--- src/rtl/stream_fifo_if.sv ---
// Stream FIFO bus: upstream push handshake, downstream pop handshake, flush and fill-level status.
// The slave modport is the FIFO side and the master modport is the side that drives the FIFO.
interface stream_fifo_if #(
  parameter int DATA_WIDTH = 8,
  parameter int PTR_WIDTH  = 3
);
  logic                  i_flush;
  logic [DATA_WIDTH-1:0] i_push_data;
  logic                  i_valid;
  logic                  o_ready;
  logic                  i_ready;
  logic                  o_valid;
  logic [DATA_WIDTH-1:0] o_pop_data;
  logic [PTR_WIDTH:0]    o_count;
  logic                  o_almost_full;
  logic                  o_almost_empty;

  modport slave (
    input  i_flush, i_push_data, i_valid, i_ready,
    output o_ready, o_valid, o_pop_data, o_count, o_almost_full, o_almost_empty
  );

  modport master (
    output i_flush, i_push_data, i_valid, i_ready,
    input  o_ready, o_valid, o_pop_data, o_count, o_almost_full, o_almost_empty
  );
endinterface

--- src/rtl/stream_fifo.sv ---
// Valid/ready FIFO with optional zero-latency bypass when empty, and accept-while-full when a pop happens.
// Latency is 1 cycle when stored, 0 on bypass; o_ready drops when full unless full-pass is enabled.
module stream_fifo #(
  parameter int DATA_WIDTH   = 8,
  parameter int PTR_WIDTH    = 3,
  parameter int BYPASS_EN    = 1,
  parameter int FULL_PASS_EN = 1,
  parameter int AF_LEVEL     = (1 << PTR_WIDTH) - 1,
  parameter int AE_LEVEL     = 1
) (
  input  logic          i_clk,
  input  logic          i_rst,
  stream_fifo_if.slave  bus
);

  localparam int DEPTH = 1 << PTR_WIDTH;
  localparam bit BYP   = (BYPASS_EN != 0);
  localparam bit FPASS = (FULL_PASS_EN != 0);
  localparam logic [PTR_WIDTH:0] AF_LVL  = (PTR_WIDTH+1)'(AF_LEVEL);
  localparam logic [PTR_WIDTH:0] AE_LVL  = (PTR_WIDTH+1)'(AE_LEVEL);
  localparam logic [PTR_WIDTH:0] PTR_ONE = {{PTR_WIDTH{1'b0}}, 1'b1};

  if (AF_LEVEL < 1 || AF_LEVEL > DEPTH) begin : g_af_range
    $error("stream_fifo: AF_LEVEL must be within 1..DEPTH");
  end
  if (AE_LEVEL < 0 || AE_LEVEL > DEPTH - 1) begin : g_ae_range
    $error("stream_fifo: AE_LEVEL must be within 0..DEPTH-1");
  end

  logic [PTR_WIDTH:0]    head_q, head_d;
  logic [PTR_WIDTH:0]    tail_q, tail_d;
  logic [PTR_WIDTH:0]    count_q, count_d;
  logic [DATA_WIDTH-1:0] mem_q [DEPTH];

  logic [PTR_WIDTH-1:0] head_addr;
  logic [PTR_WIDTH-1:0] tail_addr;
  logic empty, full;
  logic valid_c, ready_c;
  logic push, pop, bypass, wr_en, rd_en;

  assign head_addr = head_q[PTR_WIDTH-1:0];
  assign tail_addr = tail_q[PTR_WIDTH-1:0];

  always_comb begin
    empty   = (head_q == tail_q);
    full    = (head_addr == tail_addr) && (head_q[PTR_WIDTH] != tail_q[PTR_WIDTH]);
    valid_c = 1'b0;
    ready_c = 1'b0;
    // Reset and flush both block any transfer in the current cycle.
    if (!i_rst && !bus.i_flush) begin
      valid_c = !empty || (BYP && bus.i_valid);
      ready_c = !full  || (FPASS && bus.i_ready);
    end
    push   = bus.i_valid & ready_c;
    pop    = valid_c & bus.i_ready;
    bypass = empty & pop;
    wr_en  = push & ~bypass;
    rd_en  = pop & ~bypass;
  end

  always_comb begin
    head_d  = head_q;
    tail_d  = tail_q;
    count_d = count_q;
    if (wr_en) tail_d = tail_q + PTR_ONE;
    if (rd_en) head_d = head_q + PTR_ONE;
    if (wr_en && !rd_en) count_d = count_q + PTR_ONE;
    if (rd_en && !wr_en) count_d = count_q - PTR_ONE;
    if (bus.i_flush) begin
      head_d  = '0;
      tail_d  = '0;
      count_d = '0;
    end
  end

  always_ff @(posedge i_clk) begin
    if (i_rst) begin
      head_q  <= '0;
      tail_q  <= '0;
      count_q <= '0;
    end else begin
      head_q  <= head_d;
      tail_q  <= tail_d;
      count_q <= count_d;
    end
  end

  // Storage is deliberately left out of reset and flush; only the pointers define validity.
  always_ff @(posedge i_clk) begin
    if (wr_en) mem_q[tail_addr] <= bus.i_push_data;
  end

  assign bus.o_valid        = valid_c;
  assign bus.o_ready        = ready_c;
  assign bus.o_pop_data     = (empty && BYP) ? bus.i_push_data : mem_q[head_addr];
  assign bus.o_count        = count_q;
  assign bus.o_almost_full  = (count_q >= AF_LVL);
  assign bus.o_almost_empty = (count_q <= AE_LVL);

endmodule

--- src/flat_wrapper.sv ---
// flat-port wrapper written by rule: the top's interface ports become plain ports
module stream_fifo_flat 
#(
  parameter int DATA_WIDTH   = 8,
  parameter int PTR_WIDTH    = 3,
  parameter int BYPASS_EN    = 1,
  parameter int FULL_PASS_EN = 1,
  parameter int AF_LEVEL     = (1 << PTR_WIDTH) - 1,
  parameter int AE_LEVEL     = 1
)
  (i_clk, i_rst, bus_i_flush, bus_i_push_data, bus_i_valid, bus_i_ready, bus_o_ready, bus_o_valid, bus_o_pop_data, bus_o_count, bus_o_almost_full, bus_o_almost_empty);
  stream_fifo_if #(.DATA_WIDTH(DATA_WIDTH), .PTR_WIDTH(PTR_WIDTH)) bus_i ();
  input  logic i_clk;
  input  logic i_rst;
  input wire logic [$bits(bus_i.i_flush)-1:0] bus_i_flush;
  input wire logic [$bits(bus_i.i_push_data)-1:0] bus_i_push_data;
  input wire logic [$bits(bus_i.i_valid)-1:0] bus_i_valid;
  input wire logic [$bits(bus_i.i_ready)-1:0] bus_i_ready;
  output wire logic [$bits(bus_i.o_ready)-1:0] bus_o_ready;
  output wire logic [$bits(bus_i.o_valid)-1:0] bus_o_valid;
  output wire logic [$bits(bus_i.o_pop_data)-1:0] bus_o_pop_data;
  output wire logic [$bits(bus_i.o_count)-1:0] bus_o_count;
  output wire logic [$bits(bus_i.o_almost_full)-1:0] bus_o_almost_full;
  output wire logic [$bits(bus_i.o_almost_empty)-1:0] bus_o_almost_empty;
  assign bus_i.i_flush = bus_i_flush;
  assign bus_i.i_push_data = bus_i_push_data;
  assign bus_i.i_valid = bus_i_valid;
  assign bus_i.i_ready = bus_i_ready;
  assign bus_o_ready = bus_i.o_ready;
  assign bus_o_valid = bus_i.o_valid;
  assign bus_o_pop_data = bus_i.o_pop_data;
  assign bus_o_count = bus_i.o_count;
  assign bus_o_almost_full = bus_i.o_almost_full;
  assign bus_o_almost_empty = bus_i.o_almost_empty;
  stream_fifo #(.DATA_WIDTH(DATA_WIDTH), .PTR_WIDTH(PTR_WIDTH), .BYPASS_EN(BYPASS_EN), .FULL_PASS_EN(FULL_PASS_EN), .AF_LEVEL(AF_LEVEL), .AE_LEVEL(AE_LEVEL)) u_core (.i_clk(i_clk), .i_rst(i_rst), .bus(bus_i));
endmodule
--- config.mk ---
export PLATFORM = sky130hd
export DESIGN_NAME = stream_fifo_flat
export DESIGN_NICKNAME = d
export VERILOG_FILES = /design/src/rtl/stream_fifo_if.sv /design/src/rtl/stream_fifo.sv /design/src/flat_wrapper.sv
export SDC_FILE = /design/constraint.sdc
export NUM_CORES = 1
export LEC_CHECK = 0
export BUFFER_PORTS_ARGS = -buffer_cell sky130_fd_sc_hd__buf_4
export CORE_UTILIZATION = 53
export CTS_CLUSTER_DIAMETER = 120
export DETAILED_ROUTE_END_ITERATION = 12
export GPL_TIMING_DRIVEN = 0
export HOLD_SLACK_MARGIN = 0.15
export PLACE_DENSITY = 0.75
export SYNTH_ARGS = -nofsm -noshare
export SYNTH_HDL_FRONTEND = slang
export SYNTH_SLANG_ARGS = --single-unit
--- constraint.sdc ---
create_clock -name i_clk -period 2.7 [get_ports i_clk]
set_input_delay 0.54 -clock i_clk [delete_from_list [all_inputs] [get_ports i_clk]]
set_output_delay 0.54 -clock i_clk [all_outputs]
set_load 0.01 [all_outputs]
## Word level (Yosys, flattened, before mapping)

Memories as Yosys holds them, arrays and structs flattened. A register that Yosys moved wholly into a read port is not among the register bits.
Index checks and enable logic that the tools add are counted.

| cells by class | value |
|---|---|
| eq/ne operators | 3 |
| bitwise operators | 6 |
| multiplexer cells | 9 |
| order comparisons | 2 |
| reduce and logical (&&, ||, !) cells | 14 |
| add/subtract/negate cells | 4 |

Operators by type and width:

| cell | number |
|---|---|
| $add A4 B1 Y4 const B | 3 |
| $mux W4 | 2 |
| $mux W8 | 1 |
| $logic_not A1 Y1 | 6 |
| $mux W3 | 2 |
| $and A1 B1 Y1 | 5 |
| $eq A4 B4 Y1 | 1 |
| $ge A4 B3 Y1 const B | 1 |
| $le A4 B1 Y1 const B | 1 |
| $logic_and A1 B1 Y1 | 4 |
| $mux W1 | 4 |
| $sub A4 B1 Y4 const B | 1 |
| $eq A3 B3 Y1 | 1 |
| $logic_or A1 B1 Y1 | 2 |
| $reduce_bool A2 Y1 | 1 |
| $reduce_or A2 Y1 | 1 |
| $ne A1 B1 Y1 | 1 |
| $not A1 Y1 | 1 |

| storage, ports and cells | value |
|---|---|
| flip-flop bits (word level) | 12 |
| output and inout bits | 16 |
| memories kept | 1 |
| RAM bits | 64 |
| logic and storage cells | 42 |

Memories:

| name | words | bits a word | read ports | clocked after memory_dff | wr ports | line | text |
|---|---|---|---|---|---|---|---|
| u_core.mem_q | 8 | 8 | 1 | 1 | 1 | stream_fifo.sv:33 | `logic [DATA_WIDTH-1:0] mem_q [DEPTH];` |

## Longest topological paths before layout

Gate-level depths: netlist of run 1.

| logic depth | value |
|---|---|
| depth after elaboration | 12 |
| mapped depth | 10 |
| depth with buffers taken out | 8 |

## Worst setup path after synthesis of run 1

No wires, ideal clock.

| timing path | value |
|---|---|
| path type | register to register |
| start | register u_core.head_q[3] |
| end | register u_core.count_q[3] (netlist: u_core.bus.o_count[3]) |
| required time | 2.572 ns |
| stages on the path, launching flop included | 10 |
| arrival time | 2.370 ns |
| slack | 0.202 ns |
| library setup time | 0.128 ns |
| cell sequence | dfxtp_1 xnor3_1 o41a_1 buf_6 nand2_1 ha_1 or4b_2 a21oi_1 xnor2_1 nor2_1 |

| between the ends | value |
|---|---|
| cells in the longest elaborated chain, start to end | 11 |
| elaborated cells between the ends (all ways) | 21 |
| those cells by class | eq/ne (2); mux (3); bitwise (6); reduce/logical (10) |

Ends and longest elaborated chain:

| element | line | text |
|---|---|---|
| from (decl) | stream_fifo.sv:30 | `logic [PTR_WIDTH:0] head_q, head_d;` |
| from (signal assigned) | stream_fifo.sv:78 | `head_q <= '0;` |
| from (signal assigned) | stream_fifo.sv:82 | `head_q <= head_d;` |
| $eq A4 B4 Y1 | stream_fifo.sv:45 | `empty = (head_q == tail_q);` |
| $logic_not A1 Y1 | stream_fifo.sv:51 | `valid_c = !empty \|\| (BYP && bus.i_valid);` |
| $logic_or A1 B1 Y1 | stream_fifo.sv:51 |  |
| $mux W1 | stream_fifo.sv:50 | `if (!i_rst && !bus.i_flush) begin` |
| $and A1 B1 Y1 | stream_fifo.sv:55 | `pop = valid_c & bus.i_ready;` |
| $and A1 B1 Y1 | stream_fifo.sv:56 | `bypass = empty & pop;` |
| $not A1 Y1 | stream_fifo.sv:57, stream_fifo.sv:58 |  |
| $and A1 B1 Y1 (on tied branches) | stream_fifo.sv:57, stream_fifo.sv:58 |  |
| $logic_not A1 Y1 (on tied branches) | stream_fifo.sv:68, stream_fifo.sv:67 |  |
| $logic_and A1 B1 Y1 (on tied branches) | stream_fifo.sv:68, stream_fifo.sv:67 |  |
| $mux W4 / $reduce_bool A2 Y1 (equally long branches) | - |  |
| to (signal assigned) | stream_fifo.sv:84 | `count_q <= count_d;` |
| to (decl) | stream_fifo.sv:32 | `logic [PTR_WIDTH:0] count_q, count_d;` |

Parallel ways exist; a longest one is shown, timed or not.
A chain may end at the register's enable or synchronous reset.

## Worst setup path in the final report of run 1

| timing path | value |
|---|---|
| start | register u_core.tail_q[1] |
| end | register u_core.count_q[3] (netlist: u_core.bus.o_count[3]) |

| between the ends | value |
|---|---|
| cells in the longest elaborated chain, start to end | 11 |
| elaborated cells between the ends (all ways) | 21 |
| those cells by class | eq/ne (2); mux (3); bitwise (6); reduce/logical (10) |

Ends and longest elaborated chain:

| element | line | text |
|---|---|---|
| from (decl) | stream_fifo.sv:31 | `logic [PTR_WIDTH:0] tail_q, tail_d;` |
| from (signal assigned) | stream_fifo.sv:83 | `tail_q <= tail_d;` |
| $eq A4 B4 Y1 | stream_fifo.sv:45 |  |
| $logic_not A1 Y1 | stream_fifo.sv:51 |  |
| $logic_or A1 B1 Y1 | stream_fifo.sv:51 |  |
| $mux W1 | stream_fifo.sv:50 |  |
| $and A1 B1 Y1 | stream_fifo.sv:55 |  |
| $and A1 B1 Y1 | stream_fifo.sv:56 |  |
| $not A1 Y1 | stream_fifo.sv:57, stream_fifo.sv:58 |  |
| $and A1 B1 Y1 (on tied branches) | stream_fifo.sv:57, stream_fifo.sv:58 |  |
| $logic_not A1 Y1 (on tied branches) | stream_fifo.sv:68, stream_fifo.sv:67 |  |
| $logic_and A1 B1 Y1 (on tied branches) | stream_fifo.sv:68, stream_fifo.sv:67 |  |
| $mux W4 / $reduce_bool A2 Y1 (equally long branches) | - |  |

Parallel ways exist; a longest one is shown, timed or not.

==> results list, run 1 <==
* Initial Util: 0.562
- Detailed-route wire length per cell: 18.3 µm
- Part of the Yosys area used for sequential elements: 0.656
* Share of cells above drive strength 1: 0.309
* Hpwl dp: 4050 µm
- Drt first-iter violations: 101
- Horizontal extent of the die: 81.9 µm
- Flip-flop and latch count after synthesis: 79
- Synth cell types: 39
- Once layout is complete, the utilization of the core stands at 0.651.
- The congestion estimate from routability-driven global placement came to 0.768.
- Routed WL: 6110 µm
- The worst setup path is of the flop to flop kind.
- Initial antenna violation count: 0
* Quantity of hold-fixing buffers added after cts: 0
- The die covers 6710 µm².
* Number of port buffers: 28
- Highest net fanout along the worst path: 8
- After detailed routing, the number of remaining DRC violations is 0.
- At the pin with the least slew margin, the transition time is 0.871 ns.
- Routed via count divided by cell count: 5.64
* Total number of vias: 1885
* Power per unit of standard cell area: 576 nW/µm²
- The top cell types in the final layout, fill and taps aside, are 64 x sky130_fd_sc_hd__edfxtp_1, 31 x sky130_fd_sc_hd__buf_4, 17 x sky130_fd_sc_hd__nor2_1.
- Max-slew violations: 0
- The count of cells in the finished layout, fillers not included, comes to 334.
- For this design the top-level I/O count stands at 29.
- Entering global routing, the biggest net connects 13 pins.
- Clock insertion delay at the later pin of the skew report: 0.34 ns
- The clock passes through at most 2 buffers.
- The floorplan step defined a core boundary enclosing 6030 µm².
- Most common cell after layout, fill and taps aside: sky130_fd_sc_hd__edfxtp_1
* Antenna Diode Count: 0
- Across the routed clock network, the largest skew measured is 0.00742 ns.
* Register clock-pin slew on the reported worst setup and hold paths: 0.07 ns
* Average cell area after synthesis: 15.8 µm²
* 1st-pass router iterations: 4
- Yosys printed 0 warnings.
- Arrival time at the worst endpoint: 2.79 ns
- CTS Root Cell: sky130_fd_sc_hd__clkbuf_8
- The number of global-route vias before repair came to 1845.
- Netlist Area Pre-Place: 3390 µm²
- Total Routing Usage GR: 0.206
- Summed over all failing endpoints, the final setup total negative slack is 0 ns.
- Static Leak: 1.36 nW
- In this run, placement finished with an instance count of 318.
- Counting I/O delays and the setup requirement, the final critical path takes 2.58 ns.
- Clock tree from TritonCTS: done
- Largest vdd supply drop: 0.313 mV
* Result of the run: complete, no violations
- Synthesized Nets: 233
- The tool flagged a number of max-cap violations equal to 0.
- Global routing finished with a remaining overflow of 0.
* Detail Route Antenna Nets: 0
- Final Cycle Share: 0.956
- Final hold analysis gives a worst-case slack of 0.441 ns.
- Die height: 81.9 µm
* Floorplan row count: 28
- The tightest min-delay check is of the input port to flop type.
- Synthesis-to-finish area growth: 15.8%
* Worst slew margin: 0.417
- Kind of start point of the critical path: flop
- Number of buffers created by CTS: 9
* Number of sinks on the clock net: 79
- Synthesized instance count: 214
- Based on the critical path, the design can be clocked at up to 387 MHz.
* Power consumption: 2.26 mW
- The first global-routing pass estimated 9540 µm of wire.
* H-tree depth: 3
* NumNets Final: 273
- Final Hold Vio Count: 0
* Total of endpoints with negative setup slack in the final report: 0
* Endpoint class of the critical path: flop
* Required time of the critical path: 2.91 ns
## area by class of cell
| cell class | count | area (µm²) |
|---|---|---|
| inverter | 6 | 22.5 |
| clock buffer | 14 | 143 |
| timing repair buffer | 30 | 225 |
| fill | 444 | 2100 |
| buffer | 10 | 73.8 |
| multi-input combinational | 118 | 1100 |
| sequential | 79 | 2230 |
| tap | 75 | 93.8 |
| clock inverter | 2 | 35.0 |
## metal layers
layer / vias up / track usage / routed length (µm) / share of wire
met5: - / 0 / 0 / 0
met4: 0 / 0.100 / 152 / 0.025
met3: 13 / 0.0444 / 280 / 0.046
met2: 47 / 0.336 / 3040 / 0.50
met1: 937 / 0.261 / 2630 / 0.43
li1: 888 / - / - / -
## through the flow
stage / instance area, µm² / setup slack (ns)
2_1_floorplan: 3390 / 0.202
3_3_place_gp: 3690 / -0.156
3_5_place_dp: 3700 / -0.217
4_1_cts: 3890 / 0.0258
5_1_grt: 3920 / -0.00364
6_report: 3920 / 0.118
## cell usage after synthesis
library cell | n | area, µm²
sky130_fd_sc_hd__nand2_1 | 15 | 56.3
sky130_fd_sc_hd__buf_2 | 3 | 15.0
sky130_fd_sc_hd__buf_6 | 2 | 22.5
sky130_fd_sc_hd__or2_1 | 1 | 6.26
sky130_fd_sc_hd__nor2_1 | 17 | 63.8
sky130_fd_sc_hd__nor4_4 | 1 | 21.3
sky130_fd_sc_hd__nand3_1 | 2 | 10.0
sky130_fd_sc_hd__nand4b_1 | 1 | 8.76
sky130_fd_sc_hd__o41a_1 | 1 | 11.3
sky130_fd_sc_hd__buf_1 | 2 | 7.51
sky130_fd_sc_hd__clkbuf_1 | 2 | 7.51
sky130_fd_sc_hd__nand2_2 | 1 | 6.26
sky130_fd_sc_hd__mux2i_1 | 11 | 110
sky130_fd_sc_hd__edfxtp_1 | 64 | 1920
sky130_fd_sc_hd__xor2_2 | 2 | 32.5
sky130_fd_sc_hd__a31o_1 | 1 | 8.76
sky130_fd_sc_hd__o21ai_0 | 11 | 55.1
sky130_fd_sc_hd__or3_1 | 4 | 25.0
sky130_fd_sc_hd__buf_4 | 2 | 15.0
sky130_fd_sc_hd__a31oi_1 | 2 | 12.5
sky130_fd_sc_hd__a21oi_1 | 4 | 20.0
sky130_fd_sc_hd__nor3_1 | 4 | 20.0
sky130_fd_sc_hd__dfxtp_1 | 15 | 300
sky130_fd_sc_hd__nand3_2 | 1 | 10.0
sky130_fd_sc_hd__ha_1 | 6 | 75.1
sky130_fd_sc_hd__xnor3_1 | 1 | 22.5
sky130_fd_sc_hd__o41ai_2 | 1 | 16.3
sky130_fd_sc_hd__a21o_1 | 1 | 7.51
sky130_fd_sc_hd__or4b_2 | 1 | 10.0
sky130_fd_sc_hd__a211oi_1 | 1 | 7.51
sky130_fd_sc_hd__xor2_1 | 5 | 43.8
sky130_fd_sc_hd__nand2b_1 | 2 | 12.5
sky130_fd_sc_hd__o21ai_1 | 1 | 5.00
sky130_fd_sc_hd__a21oi_2 | 1 | 8.76
sky130_fd_sc_hd__xnor2_1 | 1 | 8.76
sky130_fd_sc_hd__mux4_2 | 16 | 360
sky130_fd_sc_hd__nand4_2 | 1 | 12.5
sky130_fd_sc_hd__inv_1 | 6 | 22.5
sky130_fd_sc_hd__nand4_1 | 1 | 6.26
## logic make-up after synthesis
| kind of cell | share of synthesized area |
|---|---|
| and+or+nand+nor | 0.0794 |
| buffers and inverters | 0.0266 |
| adders and majority gates | 0.0222 |
| DFF | 0.656 |
| xor gates and xnor gates | 0.0318 |
| AOI/OAI and AO/OA | 0.0451 |
| muxes | 0.139 |
## worst max-delay path, stage by stage, from the launching register on
cell	delay, ns
sky130_fd_sc_hd__dfxtp_1	0.32
sky130_fd_sc_hd__buf_6	0.14
sky130_fd_sc_hd__xor2_2	0.18
sky130_fd_sc_hd__o41a_1	0.45
sky130_fd_sc_hd__buf_6	0.15
sky130_fd_sc_hd__nand2_1	0.10
sky130_fd_sc_hd__ha_4	0.16
sky130_fd_sc_hd__or4b_2	0.60
sky130_fd_sc_hd__a21oi_2	0.17
sky130_fd_sc_hd__xnor2_1	0.13
sky130_fd_sc_hd__nor2_1	0.05
## final timing paths
check        cells past startpoint  slack, ns                          start                            endpoint
max reg2reg                     10       0.12  u_core.tail_q[1]$_SDFFE_PP0P_  u_core.bus.o_count[3]$_SDFFE_PP0P_
max                             10       0.12  u_core.tail_q[1]$_SDFFE_PP0P_  u_core.bus.o_count[3]$_SDFFE_PP0P_
min reg2reg                      2       0.50  u_core.head_q[3]$_SDFFE_PP0P_       u_core.head_q[3]$_SDFFE_PP0P_
min                              1       0.44             bus_i_push_data[3]        u_core.mem_q[0][3]$_DFFE_PP_
## report_power, final
part           leakage [nW]  switching, mW  total (mW)  internal (mW)
Combinational         0.577         0.0669       0.124         0.0570
Clock                0.0887          0.384       0.812          0.428
Sequential            0.698        0.00383        1.32           1.32
Total                  1.36          0.454        2.26           1.80
## flip-flops by register name, indices dropped and copies added, names as in the netlist, named ones only
| register | cells |
|---|---|
| u_core.mem_q | 64 |
| u_core.bus.o_count | 4 |
| u_core.head_q | 4 |
| u_core.tail_q | 4 |
## repair_timing
| item | 4_1_cts | 5_1_grt |
|---|---|---|
| pin swaps | 1 | 0 |
| hold endpoints to repair | 0 | 0 |
| gates resized for setup | 2 | 9 |
| setup buffers | 1 | 0 |
| setup endpoints to repair | 17 | 9 |
Power figures use the tool's default switching activity.
==> run 2: changes to the inputs <==
--- a/config.mk
+++ b/config.mk
@@ -6,6 +6,7 @@
 export NUM_CORES = 1
 export LEC_CHECK = 0
 export BUFFER_PORTS_ARGS = -buffer_cell sky130_fd_sc_hd__buf_4
+export CORE_MARGIN = 2
 export CORE_UTILIZATION = 53
 export CTS_CLUSTER_DIAMETER = 120
 export DETAILED_ROUTE_END_ITERATION = 12
==> constraint.sdc (replaced) <==
create_clock -name i_clk -period 2.7 [get_ports i_clk]
set_input_delay 0 -clock i_clk [delete_from_list [all_inputs] [get_ports i_clk]]
set_output_delay 0 -clock i_clk [all_outputs]
set_load 0.01 [all_outputs]
==> results list, run 2 (synthesis gave the netlist of run 1 again) <==
* Result of the run: complete, no violations
* Kind of start point of the critical path: flop
* Multi-input combinational cell area: 1110 µm²
* Top library cells by usage in the layout, fill and taps aside: 64 x sky130_fd_sc_hd__edfxtp_1, 30 x sky130_fd_sc_hd__buf_4, 17 x sky130_fd_sc_hd__nor2_1
* Power per unit of standard cell area: 541 nW/µm²
- Number of buffers created by CTS: 9
- Max-cap violations in this run came to 0.
* Global-route wire length before repair: 9700 µm
- Detail Route Antenna Nets: 0
* Final Hold Vio Count: 0
* Synthesis-to-finish area growth: 18.8%
* Required time of the critical path: 2.92 ns
- Most common cell after layout, fill and taps aside: sky130_fd_sc_hd__edfxtp_1
- u_core.mem_q holds more flip-flops than any other register.
* Global route overflow: 0
- The initial utilization of the core area, before any placement, comes to 0.540.
* Start point of the worst min-delay path: bus_i_valid
* Initial antenna violation count: 0
* Max stage delay on crit path: 0.60 ns
* # Post-CTS Setup Buffers: 0
* Crit-path cells: xnor3_1, o41a_1, buf_6, nand2_1, ha_4, or4b_2, a21oi_2, xnor2_1, nor2_1
- Data on the critical path arrives at its endpoint at 2.80 ns.
* Setup repair after global routing missed its margin: false
- The worst setup path is captured at a flop.
- Headroom to the max-slew limit came out at 0.417.
* Power consumption: 2.18 mW
* Number of port buffers: 28
- In this run the worst setup path begins at u_core.head_q[3]$_SDFFE_PP0P_.
* Maximum clock frequency: 388 MHz
- The worst hold path passes through 4 cells.
- Largest net degree at the start of global routing: 13
- Worst-case clock buffer depth: 2
- Summing over every cut layer, the via total after detailed routing is 1890.
- In the final layout, the share of cells above drive strength 1 is 0.283.
- Of the available clock period, the critical path in the final layout requires 0.955.
- Reg2Reg Depth: 9
* Clock tree from TritonCTS: done
- At the later pin of the worst-skew pair, clock insertion delay measures 0.34 ns.
* Static Leak: 1.41 nW
* Highest net fanout along the worst path: 8
* Horizontal extent of the die: 83.9 µm
- Max reg flops: 64
* Largest vdd supply drop: 0.295 mV
- Routed via count divided by cell count: 5.42
- Max-slew violations: 0
- Worst hold-check path type: input port to flop
- After floorplanning, the core was sized to cover 6280 µm².
- Setup violations remaining at the end of the flow were counted as 0.
* Setup clock skew after layout: 0.00589 ns
- The worst register-to-register path begins at u_core.head_q[3]$_SDFFE_PP0P_.
- CTS saw 79 sinks.
* Area taken by flip-flops and latches: 2220 µm²
* Antenna Diode Count: 0
- After the last flow step, the layout net total stands at 286.
- For this design, the slowest cell found on the critical path is sky130_fd_sc_hd__or4b_2.
- After detailed routing, the average wire length per cell comes to 17.9 µm.
* Layout fillers: 455
* Total Routing Usage GR: 0.190
- The die is 83.9 µm tall.
- Final std cell area, no fill: 4020 µm²
- Least-Margin Pin Slew: 0.869 ns
- The critical path is of the flop to flop type.
- The final layout contains routed wiring with a total length of 6250 µm.
* CTS Root Cell: sky130_fd_sc_hd__clkbuf_8
* Post-placement cell area: 3700 µm²
* Hpwl dp: 3940 µm
- Floorplan row count: 29
- H-tree depth: 3
* Remaining DRCs: 0
* DIE AREA: 7050 µm²
- 29 I/O pins were placed.
* Last weighted congestion value of the routability-driven placer: 0.826
- 1st-pass router iterations: 4
- The smallest clock period supported by the final layout is computed as 2.58 ns.
- Number of global-route vias before repair: 1902
* Drt first-iter violations: 159
- Register clock-pin slew on the reported worst setup and hold paths: 0.08 ns
## run 2: power by group
group / switching, mW / internal, mW / leakage (nW)
clock: 0.396 / 0.325 / 0.0782
sequential: 0.00387 / 1.32 / 0.697
combinational: 0.0699 / 0.0665 / 0.634
## run 2: final cells by class
class | count | area share
Buffer | 11 | 0.0168
Multi-Input combinational cell | 118 | 0.275
Tap cell | 77 | 0.0239
Clock inverter | 5 | 0.00622
Clock buffer | 11 | 0.0326
Timing Repair Buffer | 42 | 0.0871
Inverter | 6 | 0.00560
Sequential cell | 79 | 0.552
## run 2: path summary, 6_finish.rpt
path | end | slack (ns)
min reg2reg | u_core.head_q[3]$_SDFFE_PP0P_ | 0.52
max reg2reg | u_core.bus.o_count[3]$_SDFFE_PP0P_ | 0.12
max | u_core.bus.o_count[3]$_SDFFE_PP0P_ | 0.12
min | u_core.tail_q[2]$_SDFFE_PP0P_ | 0.19
## run 2: stage by stage
step / TNS (ns) / cells / utilization / hold WS, ns / worst slack [ns]
after floorplan: 0 / 214 / - / 0.0989 / 0.202
after detailed placement: -0.987 / 319 / 0.589 / 0.246 / -0.124
after CTS: 0 / 349 / 0.637 / 0.187 / 0.0312
after global routing: 0 / 349 / 0.641 / 0.210 / 0.0343
after global placement: -2.32 / 319 / 0.588 / 0.246 / -0.195
final: 0 / 349 / 0.641 / 0.194 / 0.122
## run 2: what timing repair did
| item | CTS | global route |
|---|---|---|
| hold buffers | 14 | 0 |
| endpoints found under the hold margin | 73 | 0 |
| setup endpoints to repair | 8 | 1 |
| resized for setup | 1 | 4 |
## run 2: per-layer routing
metal / part of all wire / routed length (µm) / GRT usage / vias to the layer above
met2: 0.49 / 3090 / 0.313 / 39
met4: 0.017 / 109 / 0.0748 / 0
met1: 0.46 / 2850 / 0.244 / 922
li1: - / - / - / 920
met3: 0.031 / 196 / 0.0455 / 9
met5: 0 / 0 / 0 / -
## run 2: worst max-delay path: cells and delay by family (launching register included)
kind / cells / cell delay [ns]
compound gates: 2 / 0.49
xor+xnor: 2 / 0.54
fa+ha+maj: 1 / 0.16
buf+inv: 1 / 0.15
flops: 1 / 0.38
simple gates: 3 / 0.75
